`config.mk`:
```
export PLATFORM = sky130hd
export DESIGN_NAME = fetch_unit
export DESIGN_NICKNAME = d
export VERILOG_FILES = /design/src/rtl/fetch_unit.sv
export SDC_FILE = /design/constraint.sdc
export NUM_CORES = 1
export LEC_CHECK = 0
export BUFFER_PORTS_ARGS = -buffer_cell sky130_fd_sc_hd__buf_2
export CORE_UTILIZATION = 40
export DETAILED_ROUTE_END_ITERATION = 10
export PLACE_DENSITY = 0.7
export RECOVER_POWER = 100
export REMOVE_ABC_BUFFERS = 1
export SLEW_MARGIN = 10
export SYNTH_ARGS = -nofsm -noshare
export SYNTH_HDL_FRONTEND = slang
export SYNTH_SLANG_ARGS = --single-unit
export TNS_END_PERCENT = 30
```
`constraint.sdc`:
```
create_clock -name clk -period 2.84 [get_ports clk]
set_clock_uncertainty 0.05 [all_clocks]
set_input_delay 0.426 -clock clk [delete_from_list [all_inputs] [get_ports clk]]
set_output_delay 0.426 -clock clk [all_outputs]
set_load 0.005 [all_outputs]
```
`src/rtl/fetch_unit.sv`:
```
// Instruction fetch stage: owns the PC, issues single outstanding reads
// to instruction memory and queues returned words for the decoder.
module fetch_unit #(
    parameter int unsigned       ADDR_W   = 16,
    parameter logic [ADDR_W-1:0] RESET_PC = '0,
    parameter int unsigned       DEPTH    = 2
) (
    input  logic              clk,
    input  logic              rst,
    output logic              imem_req,
    output logic [ADDR_W-1:0] imem_addr,
    input  logic              imem_ack,
    input  logic [31:0]       imem_rdata,
    input  logic              redirect,
    input  logic [ADDR_W-1:0] redirect_pc,
    output logic [31:0]       in32,
    output logic [ADDR_W-1:0] in32_pc,
    output logic              in32_valid,
    input  logic              dec_ready
);

    localparam int unsigned CW = $clog2(DEPTH + 1);
    localparam logic [CW:0] DEPTH_L = (CW+1)'(DEPTH);

    typedef enum logic [1:0] {
        S_RUN,
        S_WAIT,
        S_DRAIN
    } state_e;

    state_e            state_q, state_d;
    logic [ADDR_W-1:0] pc_q, pc_d;
    logic [ADDR_W-1:0] req_pc_q, req_pc_d;
    logic [CW-1:0]     count_q, count_d;
    logic [31:0]       word_q [DEPTH];
    logic [31:0]       word_d [DEPTH];
    logic [ADDR_W-1:0] wpc_q [DEPTH];
    logic [ADDR_W-1:0] wpc_d [DEPTH];

    logic          pop;
    logic          push;
    logic          space;
    logic          issue;
    logic [CW:0]   level;
    logic [CW-1:0] wr_idx;

    assign in32_valid = (count_q != '0);
    assign in32       = word_q[0];
    assign in32_pc    = wpc_q[0];
    assign imem_req   = issue;
    assign imem_addr  = pc_q;

    // Handshake qualifiers and the request-issue decision.
    always_comb begin
        pop   = in32_valid & dec_ready;
        push  = imem_ack & (state_q == S_WAIT) & ~redirect;
        level = (CW+1)'(count_q) + (CW+1)'(push) - (CW+1)'(pop);
        space = (level < DEPTH_L);
        issue = ~rst & ~redirect & space &
                ((state_q == S_RUN) |
                 ((state_q == S_WAIT) & imem_ack));
    end

    // Shift-style prefetch FIFO: entry 0 is always the head.
    always_comb begin
        word_d  = word_q;
        wpc_d   = wpc_q;
        wr_idx  = count_q - CW'(pop);
        count_d = count_q + CW'(push) - CW'(pop);
        if (pop) begin
            for (int i = 0; i < int'(DEPTH) - 1; i++) begin
                word_d[i] = word_q[i+1];
                wpc_d[i]  = wpc_q[i+1];
            end
        end
        if (push) begin
            for (int i = 0; i < int'(DEPTH); i++) begin
                if (wr_idx == CW'(i)) begin
                    word_d[i] = imem_rdata;
                    wpc_d[i]  = req_pc_q;
                end
            end
        end
        if (redirect) begin
            count_d = '0;
        end
    end

    // Fetch FSM next state and PC update; redirect outranks issue.
    always_comb begin
        state_d  = state_q;
        pc_d     = pc_q;
        req_pc_d = req_pc_q;
        if (redirect) begin
            pc_d = redirect_pc;
            unique case (state_q)
                S_RUN:   state_d = S_RUN;
                S_WAIT:  state_d = imem_ack ? S_RUN : S_DRAIN;
                S_DRAIN: state_d = imem_ack ? S_RUN : S_DRAIN;
                default: state_d = S_RUN;
            endcase
        end else if (issue) begin
            pc_d     = pc_q + ADDR_W'(1);
            req_pc_d = pc_q;
            state_d  = S_WAIT;
        end else if (imem_ack && (state_q != S_RUN)) begin
            state_d = S_RUN;
        end
    end

    // State registers with synchronous reset.
    always_ff @(posedge clk) begin
        if (rst) begin
            state_q  <= S_RUN;
            pc_q     <= RESET_PC;
            req_pc_q <= RESET_PC;
            count_q  <= '0;
            for (int i = 0; i < int'(DEPTH); i++) begin
                word_q[i] <= '0;
                wpc_q[i]  <= '0;
            end
        end else begin
            state_q  <= state_d;
            pc_q     <= pc_d;
            req_pc_q <= req_pc_d;
            count_q  <= count_d;
            word_q   <= word_d;
            wpc_q    <= wpc_d;
        end
    end

endmodule

```
==> results of run 1 <==
-- state kept, by name, indices dropped and copies added (netlist names) --
register / cells
in32_pc: 16
state_q: 2
in32: 32
imem_addr: 16
wpc_q: 16
req_pc_q: 16
word_q: 32
count_q: 2
-- repair_timing --
action | 4_1_cts | 5_1_grt
endpoints found under the setup margin | 1 | 5
resized for setup | 1 | 2
setup buffers | 2 | 0
pin swaps | 1 | 1
-- cells in the final DEF, fill, tap and decap left out, types with 5 or more instances in the layout --
cell	n
sky130_fd_sc_hd__a211oi_1	23
sky130_fd_sc_hd__a211oi_2	25
sky130_fd_sc_hd__a21oi_1	76
sky130_fd_sc_hd__buf_2	83
sky130_fd_sc_hd__buf_4	9
sky130_fd_sc_hd__clkbuf_1	38
sky130_fd_sc_hd__clkbuf_16	17
sky130_fd_sc_hd__clkbuf_8	5
sky130_fd_sc_hd__dfxtp_1	132
sky130_fd_sc_hd__inv_1	10
sky130_fd_sc_hd__mux2i_1	48
sky130_fd_sc_hd__nand2_1	139
sky130_fd_sc_hd__nand2b_1	5
sky130_fd_sc_hd__nand3b_1	5
sky130_fd_sc_hd__nand4_1	7
sky130_fd_sc_hd__nor2_1	57
-- worst min-delay path: stages --
cell and delay (ns):
sky130_fd_sc_hd__buf_2 0.10, sky130_fd_sc_hd__nand2_1 0.05, sky130_fd_sc_hd__a21oi_1 0.05
-- metal layers --
| metal | routed length (um) | share of wire | up-vias | GRT usage |
|---|---|---|---|---|
| met2 | 6080 | 0.44 | 128 | 0.267 |
| li1 | - | - | 2482 | - |
| met3 | 725 | 0.052 | 24 | 0.0518 |
| met5 | 0 | 0 | - | 0 |
| met4 | 320 | 0.023 | 0 | 0.0815 |
| met1 | 6690 | 0.48 | 2272 | 0.233 |
-- cell type report --
cell class,count,area [sq um],area share
clock buffer,24,502,0.0712
multi-input combinational,455,2790,0.396
timing repair buffer,136,714,0.101
tap,188,235,0.0334
inverter,11,43.8,0.00621
clock inverter,8,121,0.0172
sequential,132,2640,0.375
-- path summary, 6_finish.rpt --
check	to	start	cells past startpoint	slack, ns
setup / recovery	imem_req	state_q[1]	10	-0.06
hold / removal	word_q[17]	imem_rdata[17]	3	0.20
setup reg to reg	imem_addr[3]	state_q[1]	13	0.06
hold reg to reg	word_q[2]	word_q[2]	2	0.40
-- per-stage QoR --
stage | TNS (ns) | cell area [sq um]
2_1_floorplan | -70.64 | 5520
3_3_place_gp | 0 | 6560
3_5_place_dp | 0 | 6560
4_1_cts | -0.0728 | 7200
5_1_grt | -0.540 | 7050
6_report | -0.0611 | 7050
-- power groups by stage --
stage,clock [mW],sequential [mW],combinational [mW]
finish,2.28,1.94,0.290
global route,2.41,1.94,0.322
CTS,2.34,1.94,0.306
detailed placement,0,1.98,0.300
global placement,0,1.98,0.299
floorplan,0,1.97,0.128
-- cell families after synthesis --
group | Yosys count | share of synthesized area
AND/OR/NAND/NOR | 235 | 0.161
AO/OA/AOI/OAI | 164 | 0.205
flip-flops | 132 | 0.428
buffers and inverters | 113 | 0.113
multiplexers | 48 | 0.0778
adder cells (fa/ha/maj) | 5 | 0.0114
XOR/XNOR | 3 | 0.00426
==> qor.log, run 1 <==
[run_status] status finished with violations
[run_status] violations in the final reports negative setup slack
[clock_tree] hold buffer count at cts 0
[sta] headroom to the max-slew limit 0.259
[yosys] share of the yosys chip area belonging to registers 0.428
[yosys] leading cell type by number of instances after synthesis sky130_fd_sc_hd__nand2_1
[sta] final number of setup-violating endpoints 1
[floorplan] Ports 119
[worst_setup_path] element type at the critical path end primary output
[place] placement-stage worst setup slack 0.125 ns
[yosys] Mapped Area 6170 sq um
[sta] highest clock rate 0.345 GHz
[global_routing] remaining global-route overflow 0
[yosys] leading register cell type out of synthesis sky130_fd_sc_hd__dfxtp_1
[global_routing] first-pass GRT wire length 22.3 mm
[place] count of input and output buffers 118
[layout] layout cell share with drive strength beyond 1 0.213
[yosys] gate count after technology mapping 700
[clock_tree] maximum clock insertion buffer count 2
[sta] final critical-path required period 2.90 ns
[worst_setup_path] worst path arrival time 2.43 ns
[pwr] cell-internal power 3.51 mW
[route] routed wirelength normalized by instance count 14.5 um
[pwr] sum of internal, switching and leakage power 4.51 mW
[clock_tree] root buf cell sky130_fd_sc_hd__clkbuf_16
[worst_setup_path] most common cell type on the critical path sky130_fd_sc_hd__ha_1
[pwr] proportion of total power due to net switching 0.221
[global_routing] number of antenna violations at the first check in global routing 0
[sta] Fin Hold WS 0.201 ns
[place] routability congestion estimate from global placement 0.791
[route] vias after detailed routing 4906
[pwr] switching power total 997 uW
[route] 1st-pass router iterations 4
[layout] Synth-to-Final Area Change 14.2%
[pwr] Power Density 640 nW/um^2
[route] via density per instance 5.14
[worst_setup_path] critical-path cell list inv_1, ha_1, nand3b_1, xor2_1, ha_1, fa_1, nor3_2, nand3_2, inv_4, buf_2
[clock_tree] clock buffer count from CTS 17
[pwr] Leak Pwr 2.98 nW
[hold_path] classification of the worst-slack hold path in -> reg
[sta] unrepaired setup endpoints after global routing yes
[yosys] cell type with the largest total area after synthesis sky130_fd_sc_hd__dfxtp_1
[yosys] leading cell types by count after synthesis 140 x sky130_fd_sc_hd__nand2_1, 132 x sky130_fd_sc_hd__dfxtp_1, 77 x sky130_fd_sc_hd__a21oi_1
[yosys] per-instance average area after synthesis 8.82 sq um
[layout] diodes inserted 0
[global_routing] largest net degree at the start of global routing 143
[yosys] share of flip-flops with an asynchronous set or reset 0
[worst_setup_path] nature of the critical path startpoint flop
[worst_setup_path] delay of the slowest cell on the worst path 0.45 ns
[floorplan] core region area 15100 sq um
[clock_tree] H-Tree Level Count 4
[yosys] top cells by area in the synthesized netlist sky130_fd_sc_hd__dfxtp_1 43%, sky130_fd_sc_hd__nand2_1 8.5%, sky130_fd_sc_hd__a211oi_2 8.1%
[clock_tree] Skew-Pair Late Insertion Delay 0.42 ns
[global_routing] Global Route Usage Sum 0.177
[floorplan] die footprint 15900 sq um
[worst_setup_path] Worst Path Class, Setup reg -> out
[layout] fraction of the core area covered by cells at the end of the flow 0.465
[pwr] maximum VDD drop 449 uV
[layout] Finished Layout Cells 954
[route] DR iter-0 viols 354
[sta] fin. max-slew vios 0
[global_routing] via count of the first global-routing pass 4448
[layout] number of filler instances in the final layout 1493
[sta] Worst Max-Slew Pin Slew 1.11 ns
[place] detailed placement HPWL 8.21 mm
[worst_setup_path] Worst EP required 2.36 ns
[yosys] Synthesis Warnings 0
[yosys] area share of the largest cell type after synthesis 0.428
[floorplan] Die Y-Extent 126 um
[pwr] part of the power in registers 0.430
[worst_setup_path] largest fanout on the critical path 2
[run] number of violations of the max-capacitance limit 0
[worst_setup_path] crit path buf inv count 3
[yosys] number of flops mapped to enable cells by yosys 0
[floorplan] number of placement rows 45
[worst_setup_path] cell with the biggest individual delay on the critical path sky130_fd_sc_hd__fa_1
[clock_tree] TritonCTS Sinks 132
[clock_tree] TritonCTS clock tree built
[pwr] proportion of power drawn by the clock network 0.506
[yosys] unique cell type count in the Yosys netlist 50
[route] remaining antenna violation count 0
[route] routed wire length 13.8 mm
[worst_setup_path] dominant delay contributor by cell family on the critical path adder cells
[sta] Final Hold Fails 0
[sta] min setup slack post-route -0.0611 ns
[place] number of instances in the placed design 920
[sta] fin crit share 1.02
[pwr] logic gate share of total power 0.064
[floorplan] Initial Util 0.408
[layout] number of nets in the layout 811
[route] DRC errors left 0
[yosys] number of storage elements in the synthesis netlist 132
[clock_tree] CTS clk-pin slew, worst paths 0.06 ns
[floorplan] width of the die 126 um
(Power assumes the default switching activity.)
==> run 2: changes to the inputs <==
--- a/config.mk
+++ b/config.mk
@@ -6,9 +6,10 @@
 export NUM_CORES = 1
 export LEC_CHECK = 0
 export BUFFER_PORTS_ARGS = -buffer_cell sky130_fd_sc_hd__buf_2
-export CORE_UTILIZATION = 40
+export CORE_UTILIZATION = 50
+export CTS_CLUSTER_DIAMETER = 200
 export DETAILED_ROUTE_END_ITERATION = 10
-export PLACE_DENSITY = 0.7
+export PLACE_DENSITY = 0.83
 export RECOVER_POWER = 100
 export REMOVE_ABC_BUFFERS = 1
 export SLEW_MARGIN = 10
==> run 2 against run 1 <==
The run still ends with negative setup slack left. Worst hold slack improved by 0.017 ns. Wire length fell by 6.3%. Maximum frequency rose by 1.9%. Sequential power barely moved. Critical endpoint unchanged. Largest cell class unchanged. Largest power group unchanged. Highest routed layer unchanged.
==> qor.log, run 2 (synthesis gave the netlist of run 1 again) <==
[place] number of instances in the placed design 875
[worst_setup_path] delay of the slowest cell on the worst path 0.43 ns
[route] via density per instance 5.47
[global_routing] global routing usage on met2 0.339
[place] count of input and output buffers 118
[floorplan] number of placement rows 40
[global_routing] first-pass GRT wire length 21.6 mm
[layout] number of nets in the layout 807
[sta] final number of setup-violating endpoints 1
[sta] Final Hold Fails 0
[clock_tree] TritonCTS clock tree built
[worst_setup_path] crit path buf inv count 2
[run] number of violations of the max-capacitance limit 0
[hold_path] classification of the worst-slack hold path in -> reg
[clock_tree] root buf cell sky130_fd_sc_hd__clkbuf_16
[clock_tree] maximum clock insertion buffer count 2
[clock_tree] TritonCTS Sinks 132
[floorplan] width of the die 113 um
[worst_setup_path] cell with the biggest individual delay on the critical path sky130_fd_sc_hd__fa_1
[sta] total negative setup slack -0.00657 ns
[floorplan] Ports 119
[sta] min setup slack post-route -0.00657 ns
[pwr] Power Density 612 nW/um^2
[pwr] sum of internal, switching and leakage power 4.32 mW
[global_routing] most crowded layer after global routing met2
[global_routing] global routing met1 resource utilization 0.272
[layout] diodes inserted 0
[global_routing] via count of the first global-routing pass 4531
[global_routing] Global Route Usage Sum 0.210
[floorplan] Initial Util 0.514
[worst_setup_path] element type at the critical path end primary output
[place] detailed placement HPWL 7.83 mm
[layout] FF/Latch Area 2650 sq um
[sta] headroom to the max-slew limit 0.342
[sta] highest clock rate 0.351 GHz
[sta] Worst Max-Slew Pin Slew 0.987 ns
[layout] Synth-to-Final Area Change 14.4%
[worst_setup_path] Worst EP required 2.36 ns
[worst_setup_path] nature of the critical path startpoint flop
[worst_setup_path] critical-path cell list or2_4, nand2_4, xor2_2, ha_2, fa_1, nor3_2, nand3_2, inv_4, buf_2
[clock_tree] Skew-Pair Late Insertion Delay 0.41 ns
[worst_setup_path] dominant delay contributor by cell family on the critical path simple AND/OR/NAND/NOR gates
[pwr] Leak Pwr 2.97 nW
[global_routing] remaining global-route overflow 0
[floorplan] die footprint 12800 sq um
[sta] unrepaired setup endpoints after global routing yes
[layout] Finished Layout Cells 907
[sta] fin. max-slew vios 0
[clock_tree] hold buffer count at cts 0
[sta] final critical-path required period 2.85 ns
[route] 1st-pass router iterations 5
[sta] fin crit share 1.00
[route] remaining antenna violation count 0
[route] DRC errors left 0
[route] routed wirelength normalized by instance count 14.3 um
[floorplan] Die Y-Extent 113 um
[route] vias after detailed routing 4960
[layout] combined area of the multi-input logic cells 2920 sq um
[route] routed wire length 12.9 mm
[layout] most frequent standard cell in the layout excluding fill and tap cells sky130_fd_sc_hd__nand2_1
[worst_setup_path] Worst Path Class, Setup reg -> out
[run_status] status finished with violations
[layout] fraction of the core area covered by cells at the end of the flow 0.588
[place] placement-stage worst setup slack 0.0715 ns
[route] DR iter-0 viols 477
[layout] number of filler instances in the final layout 1058
[sta] Fin Hold WS 0.218 ns
[global_routing] largest net degree at the start of global routing 143
[clock_tree] CTS clk-pin slew, worst paths 0.05 ns
[run_status] violations in the final reports negative setup slack
[layout] Final Instance Area 7060 sq um
[pwr] maximum VDD drop 286 uV
[place] post-placement cell area 6450 sq um
[global_routing] met3 layer usage reported by global route 0.0578
[floorplan] core region area 12000 sq um
[place] routability congestion estimate from global placement 0.834
[clock_tree] clock buffer count from CTS 17
[layout] commonest cells after routing, fill and taps aside 139 x sky130_fd_sc_hd__nand2_1, 129 x sky130_fd_sc_hd__dfxtp_1, 85 x sky130_fd_sc_hd__buf_2
[clock_tree] H-Tree Level Count 4
[worst_setup_path] worst path arrival time 2.37 ns
[worst_setup_path] largest fanout on the critical path 5
[layout] layout cell share with drive strength beyond 1 0.243
[global_routing] number of antenna violations at the first check in global routing 0
run 2: cell types whose count changed in the layout (fill, tap and decap cells not counted), moves of 3 or more:
cell                       before  now
sky130_fd_sc_hd__a211oi_1      23    8
sky130_fd_sc_hd__dfxtp_1      132  129
sky130_fd_sc_hd__dfxtp_2        0    3
sky130_fd_sc_hd__a211oi_2      25   40
run 2: layout make-up:
class | count | area share
Inverter | 11 | 0.00620
Tap cell | 147 | 0.0260
Timing Repair Buffer | 132 | 0.0996
Multi-Input combinational cell | 455 | 0.414
Sequential cell | 132 | 0.375
Clock inverter | 5 | 0.0106
Clock buffer | 25 | 0.0687
run 2: path summary, 6_finish.rpt:
path / startpoint / endpoint / slack, ns / cells after the start
min reg2reg: word_q[12] / word_q[12] / 0.40 / 2
max reg2reg: count_q[0] / imem_addr[9] / 0.16 / 11
max: count_q[0] / imem_req / -0.007 / 9
min: imem_rdata[18] / word_q[18] / 0.22 / 3
run 2: repair_timing:
item,CTS,global route
gates resized for setup,10,7
setup endpoints to repair,1,12
setup buffers,3,0
pin swaps,6,8
run 2: power by group:
| group | switching [mW] | internal (mW) | total [mW] | leakage, nW |
|---|---|---|---|---|
| clock network | 0.734 | 1.35 | 2.08 | 0.277 |
| registers | 0.0440 | 1.90 | 1.94 | 1.07 |
| logic | 0.173 | 0.129 | 0.302 | 1.62 |
run 2: worst min-delay path, stage by stage:
cell	delay, ns
sky130_fd_sc_hd__buf_2	0.10
sky130_fd_sc_hd__nand2_1	0.05
sky130_fd_sc_hd__a21oi_1	0.05
run 2: metal layers:
layer	up-vias	share of wire
met1	2317	0.45
li1	2468	-
met5	-	0
met3	14	0.058
met4	0	0.013
met2	161	0.48
